### config.mk
export PLATFORM = sky130hd
export DESIGN_NAME = sram_port_arbiter
export DESIGN_NICKNAME = d
export VERILOG_FILES = /design/src/rtl/sram_port_arbiter.sv
export SDC_FILE = /design/constraint.sdc
export NUM_CORES = 1
export LEC_CHECK = 0
export ABC_AREA = 1
export CAP_MARGIN = 15
export CELL_PAD_IN_SITES_DETAIL_PLACEMENT = 1
export CELL_PAD_IN_SITES_GLOBAL_PLACEMENT = 2
export CORE_AREA = 10 10 227 229
export DETAILED_ROUTE_END_ITERATION = 10
export DIE_AREA = 0 0 237 239
export GPL_TIMING_DRIVEN = 0
export PLACE_DENSITY_LB_ADDON = 0.1
export SLEW_MARGIN = 20
export SYNTH_ARGS = -nofsm -noshare
export SYNTH_HDL_FRONTEND = slang
export SYNTH_SLANG_ARGS = --single-unit
### constraint.sdc
create_clock -name clk -period 3.8 [get_ports clk]
set_input_delay 0.76 -clock clk [delete_from_list [all_inputs] [get_ports clk]]
set_output_delay 0.76 -clock clk [all_outputs]
set_load 0.03 [all_outputs]
### src/rtl/sram_port_arbiter.sv
// Two-master arbiter in front of a single-ported, 1-cycle-latency sram.
// Grants are combinational; lock state, last winner and read ownership are registered.
module sram_port_arbiter #(
    parameter int unsigned LEN_ADDR   = 64,
    parameter int unsigned LEN_DATA   = 64,
    parameter bit          FIXED_PRIO = 1'b0
) (
    input  logic                  clk,
    input  logic                  resetn,
    input  logic                  m0_req,
    input  logic                  m0_lock,
    input  logic [LEN_ADDR-1:0]   m0_addra,
    input  logic [LEN_DATA-1:0]   m0_dina,
    input  logic [LEN_DATA/8-1:0] m0_wea,
    output logic                  m0_gnt,
    output logic [LEN_DATA-1:0]   m0_douta,
    output logic                  m0_rvalid,
    input  logic                  m1_req,
    input  logic                  m1_lock,
    input  logic [LEN_ADDR-1:0]   m1_addra,
    input  logic [LEN_DATA-1:0]   m1_dina,
    input  logic [LEN_DATA/8-1:0] m1_wea,
    output logic                  m1_gnt,
    output logic [LEN_DATA-1:0]   m1_douta,
    output logic                  m1_rvalid,
    output logic [LEN_ADDR-1:0]   s_addra,
    output logic [LEN_DATA-1:0]   s_dina,
    output logic [LEN_DATA/8-1:0] s_wea,
    output logic                  s_ena,
    input  logic [LEN_DATA-1:0]   s_douta
);

    typedef enum logic [1:0] {IDLE, LOCK0, LOCK1} lock_st_e;
    typedef enum logic [1:0] {RD_NONE, RD_M0, RD_M1} rd_owner_e;

    lock_st_e  lock_st_q, lock_st_d;
    rd_owner_e rd_owner_q, rd_owner_d;
    logic      last_gnt_q, last_gnt_d;
    logic      gnt0, gnt1;

    // Grants are gated by resetn so nothing reaches the sram while reset is held.
    always_comb begin
        gnt0 = 1'b0;
        gnt1 = 1'b0;
        if (resetn) begin
            case (lock_st_q)
                IDLE: begin
                    if (m0_req && m1_req) begin
                        if (FIXED_PRIO || last_gnt_q) gnt0 = 1'b1;
                        else                          gnt1 = 1'b1;
                    end else begin
                        gnt0 = m0_req;
                        gnt1 = m1_req;
                    end
                end
                LOCK0:   gnt0 = m0_req;
                LOCK1:   gnt1 = m1_req;
                default: ;
            endcase
        end
    end

    always_comb begin
        lock_st_d = lock_st_q;
        case (lock_st_q)
            IDLE: begin
                if (gnt0 && m0_lock)      lock_st_d = LOCK0;
                else if (gnt1 && m1_lock) lock_st_d = LOCK1;
            end
            LOCK0:   if (!m0_lock) lock_st_d = IDLE;
            LOCK1:   if (!m1_lock) lock_st_d = IDLE;
            default: lock_st_d = IDLE;
        endcase

        last_gnt_d = last_gnt_q;
        if (gnt0)      last_gnt_d = 1'b0;
        else if (gnt1) last_gnt_d = 1'b1;

        rd_owner_d = RD_NONE;
        if (gnt0 && (m0_wea == '0))      rd_owner_d = RD_M0;
        else if (gnt1 && (m1_wea == '0)) rd_owner_d = RD_M1;
    end

    always_ff @(posedge clk or negedge resetn) begin
        if (!resetn) begin
            lock_st_q  <= IDLE;
            rd_owner_q <= RD_NONE;
            last_gnt_q <= 1'b1;
        end else begin
            lock_st_q  <= lock_st_d;
            rd_owner_q <= rd_owner_d;
            last_gnt_q <= last_gnt_d;
        end
    end

    assign m0_gnt = gnt0;
    assign m1_gnt = gnt1;

    // Address/data default to m0 when idle; only s_ena/s_wea must be quiet.
    assign s_ena   = gnt0 | gnt1;
    assign s_addra = gnt1 ? m1_addra : m0_addra;
    assign s_dina  = gnt1 ? m1_dina  : m0_dina;
    assign s_wea   = gnt0 ? m0_wea : (gnt1 ? m1_wea : '0);

    assign m0_rvalid = (rd_owner_q == RD_M0);
    assign m1_rvalid = (rd_owner_q == RD_M1);
    assign m0_douta  = m0_rvalid ? s_douta : '0;
    assign m1_douta  = m1_rvalid ? s_douta : '0;

endmodule
After elaboration in Yosys (flattened, before gate mapping). Index checks and enable logic that the tools add are counted.

Equal/unequal tests: 7. Muxes and demuxes: 23. Bitwise gates (word level): 1. Reductions and logical operators: 10.

Operator list (number): $mux 64 (4); $logic_not 8->1 (2); $mux 8 (2); $mux 2 (6); $mux 1 (8); $pmux 2 s3 (1); $logic_and 1x1->1 (5); $eq 2x1->1 const B (2); $eq 2x2->1 const B (2); $ne 2x2->1 const B (2); $pmux 1 s2 (2); $ne 3x3->1 const B (1); $reduce_and 3->1 (1); $logic_not 2->1 (1); $reduce_bool 2->1 (1); $or 1x1->1 (1).

Bits in registers: 5. Output and inout port bits: 269. Word-level logic and storage cells: 44.

Depth between registers and ports, before layout.
Depth after elaboration: 8. Depth in mapped cells: 9. Depth with buffers taken out: 7.

Worst setup path before layout. No wires, ideal clock.

Kind: register to output. From: reg rd_owner_q[0]. To: out m1_douta[10]. Arrival time: 1.651 ns. Required time: 3.040 ns. Slack: 1.389 ns. Cell stages (with the launch flop): 5. Buffers on the path: 1. Cell sequence: dfrtp_1 -> nor2_1 -> inv_2 -> clkbuf_1 -> nor2_1.

Word-level cells in the longest chain between the ends: 2.

RTL lines: start: declaration (RTL line 37) `rd_owner_e rd_owner_q, rd_owner_d;`; start signal: assignment (RTL line 91) `rd_owner_q <= rd_owner_d;`; $eq 2x2->1 (RTL line 106) `assign m1_rvalid = (rd_owner_q == RD_M1);`; via m1_rvalid (RTL line 25) `output logic m1_rvalid,`; $mux 64 (RTL line 108) `assign m1_douta = m1_rvalid ? s_douta : '0;`; end: declaration (RTL line 24) `output logic [LEN_DATA-1:0] m1_douta,`.

The timed path passes the listed nets, and every way through them passes these cells.

Worst setup path in the final report.
From: in m1_req. To: out s_dina[22].

Word-level cells in the longest chain between the ends: 5.

RTL lines: start: declaration (RTL line 18) `input logic m1_req,`; $logic_and 1x1->1 (RTL line 48) `if (m0_req && m1_req) begin`; $mux 1 (RTL line 48); $pmux 1 s2 * (RTL line 46) `case (lock_st_q)`; $mux 1 * (RTL line 45) `if (resetn) begin`; $mux 64 * (RTL line 102) `assign s_dina = gnt1 ? m1_dina : m0_dina;`; end: declaration (RTL line 27) `output logic [LEN_DATA-1:0] s_dina,`.

Mark *: on every way between the ends. The rest lies on a longest branch, timed or not.

==> results.toml <==
[grt]
met3_usage_pct = 6.26
antenna_found_initial = 6
busiest_layer = "met2"
grtUsageMet1_pct = 13.2
grt.total_usage_pct = 13.8
grt_max_degree = 11
use_met2_pct = 27.1
grt_pass1_vias = 6606
grt_pass1_wl_um = 56300
grt-ovfl-total = 0

[yosys]
synth-seq-cells = 5
ys.flop_type = "dfrtp_1"
synth_area_leaders = "nand2_1 54%, nor2_1 18%, inv_1 9.1%, dfrtp_1 3.5%, buf_2 3.3%"
seq_area_frac_synth_pct = 4.37
synth.avg_cell_area_sq_um = 4.18
synth_top_area_cell = "nand2_1"
synth_top_area_share_pct = 54.2
yosysWarnings = 0
synth_most_common_cell = "nand2_1"
yosysUniqueCellTypes = 23
synth_enable_flop_cells = 0
syn_area_sq_mm = 0.00289
synth_nets = 1034
syn_inst = 692
synth_commonest_cells = "418 x nand2_1, 138 x nor2_1, 70 x inv_1"
ys_async_sr_fraction_pct = 100

[die]
coreArea_sq_mm = 0.0471
die_w_um = 237
die_h_um = 239
initial_utilization_pct = 6.14
num_rows = 80
die-area_sq_mm = 0.0566
ios = 611

[cts]
numCtsBuffers = 3
hold_buffers = 0
h-tree-depth = 1
cts_sinks = 5
cts_tree = "done"
clk_pin_slew_ps = 30
clockBufferDepth = 2
clkLatencyLatePin_ps = 230
clockRootBuffer = "clkbuf_16"

[setup_path]
cp.arrival_ps = 2920
path_class = "primary input to output pin"
crit_path_end_kind = "output pin"
crit_fanout = 10
startpoint_type = "primary input"
required_ps = 3040

[route]
antenna_left = 0
drtIter0Drc = 89
wl_per_cell_um = 22.1
wl_um = 42600
via_per_inst = 3.30
drc = 0
vias = 6340
dr.pass1.iters = 4

[sta]
finalCritPeriodShare_pct = 96.8
finalHoldViolCount = 0
fin_skew_ps = 1.99
setup_viol = 0
worstMarginPinSlew_ps = 610
drv_slew = 0
relSlewSlack_pct = 59.3
grt_setup_unrepaired = "false"
fin_crit_ps = 3680
fmax_ghz = 0.272

[finish]
final_nets = 1649
area_growth_syn_to_layout_pct = 245
final_cells = 1923
utilization_pct = 21.2
drive_above_1_share_pct = 3.60

[place]
dp.cells = 1917
port_buffers = 610
hpwlAfterDp_um = 39200
gp_congestion = 0.791

[pwr]
irDropWorstVdd_mv = 0.0880
power_density_mw_per_mm2 = 164
leakage_nw = 5.12
p_total_mw = 1.63

[worst_hold_path]
hp-class = "register to register"

[flow_run]
cap_violations = 0

[status]
status = "completed"
==> power breakdown <==
group	internal, mW	switching [mW]	total (mW)	leakage [nW]
logic	0.655	0.744	1.40	5.02
clock network	0.139	0.0325	0.171	0.0382
registers	0.0601	0.00231	0.0624	0.0654
==> area by class of cell <==
cell class,count,area [sq um]
clock buffers,4,78.8
repair buffers,610,6220
multi-input cells,570,2190
inverters,74,282
diodes,2,5.00
fillers,5817,37200
flip-flops and latches,5,126
well taps,615,769
plain buffers,43,297
==> metal layers <==
| layer | part of all wire [%] | up-vias |
|---|---|---|
| met5 | 0.13 | - |
| met2 | 55 | 278 |
| li1 | - | 3205 |
| met4 | 0.33 | 8 |
| met3 | 10 | 12 |
| met1 | 34 | 2837 |
==> kinds of logic after synthesis <==
family / share of synthesized area (%)
flops: 4.37
compound gates: 0.346
buf+inv: 19.8
simple gates: 75.5
==> sequential cells by signal, summed over array words and instances (netlist names) <==
register and flops:
lock_st_q 2, last_gnt_q 1, rd_owner_q 2
==> metrics by stage <==
| stage | hold WS [ps] | instance area (sq um) | setup slack [ps] | TNS (ps) |
|---|---|---|---|---|
| final | 526 | 9970 | 122 | 0 |
| after global routing | 568 | 9970 | 0.540 | 0 |
| after global placement | 518 | 9770 | -268 | -18130 |
| after floorplan | 464 | 2890 | 1390 | 0 |
| after CTS | 526 | 9820 | 0.0848 | 0 |
| after detailed placement | 517 | 9770 | -277 | -18090 |
==> placed cells by master, fill, tap and decap left out, types with 2 or more instances in the layout <==
cell               n
buf_2             17
buf_4              7
buf_6              7
clkbuf_1           9
clkbuf_16          3
clkbuf_4           2
clkdlybuf4s50_1  529
dfrtp_1            4
diode_2            2
dlygate4sd2_1     23
dlymetal6s2s_1    58
inv_1             70
inv_2              2
nand2_1          418
nand3_1            6
nor2_1           138
==> critical path: stages <==
cell and delay, ps:
clkdlybuf4s50_1 540, nand3_4 120, nor2_8 170, buf_4 230, buf_2 250, nand2_1 80
nand2_1 70, clkdlybuf4s50_1 690
==> timing repair <==
item | 4_1_cts | 5_1_grt
endpoints found under the setup margin | 121 | 63
pin swaps | 0 | 0
hold endpoints to repair | 0 | 0
cloned | 0 | 0
gates resized for setup | 23 | 60
setup buffers | 0 | 0
==> worst paths after layout <==
path	startpoint	endpoint	slack (ps)	cells after the start
setup / recovery	m1_req	s_dina[22]	120	8
min in group asynchronous	resetn	lock_st_q[1]$_DFFE_PN0P_	550	1
max in group asynchronous	resetn	last_gnt_q$_DFFE_PN1P_	2940	1
hold / removal	lock_st_q[1]$_DFFE_PN0P_	lock_st_q[1]$_DFFE_PN0P_	530	2
setup reg to reg	last_gnt_q$_DFFE_PN1P_	rd_owner_q[1]$_DFF_PN0_	2410	6
hold reg to reg	lock_st_q[1]$_DFFE_PN0P_	lock_st_q[1]$_DFFE_PN0P_	530	2
Note: power is estimated with default switching activity, not from simulation.
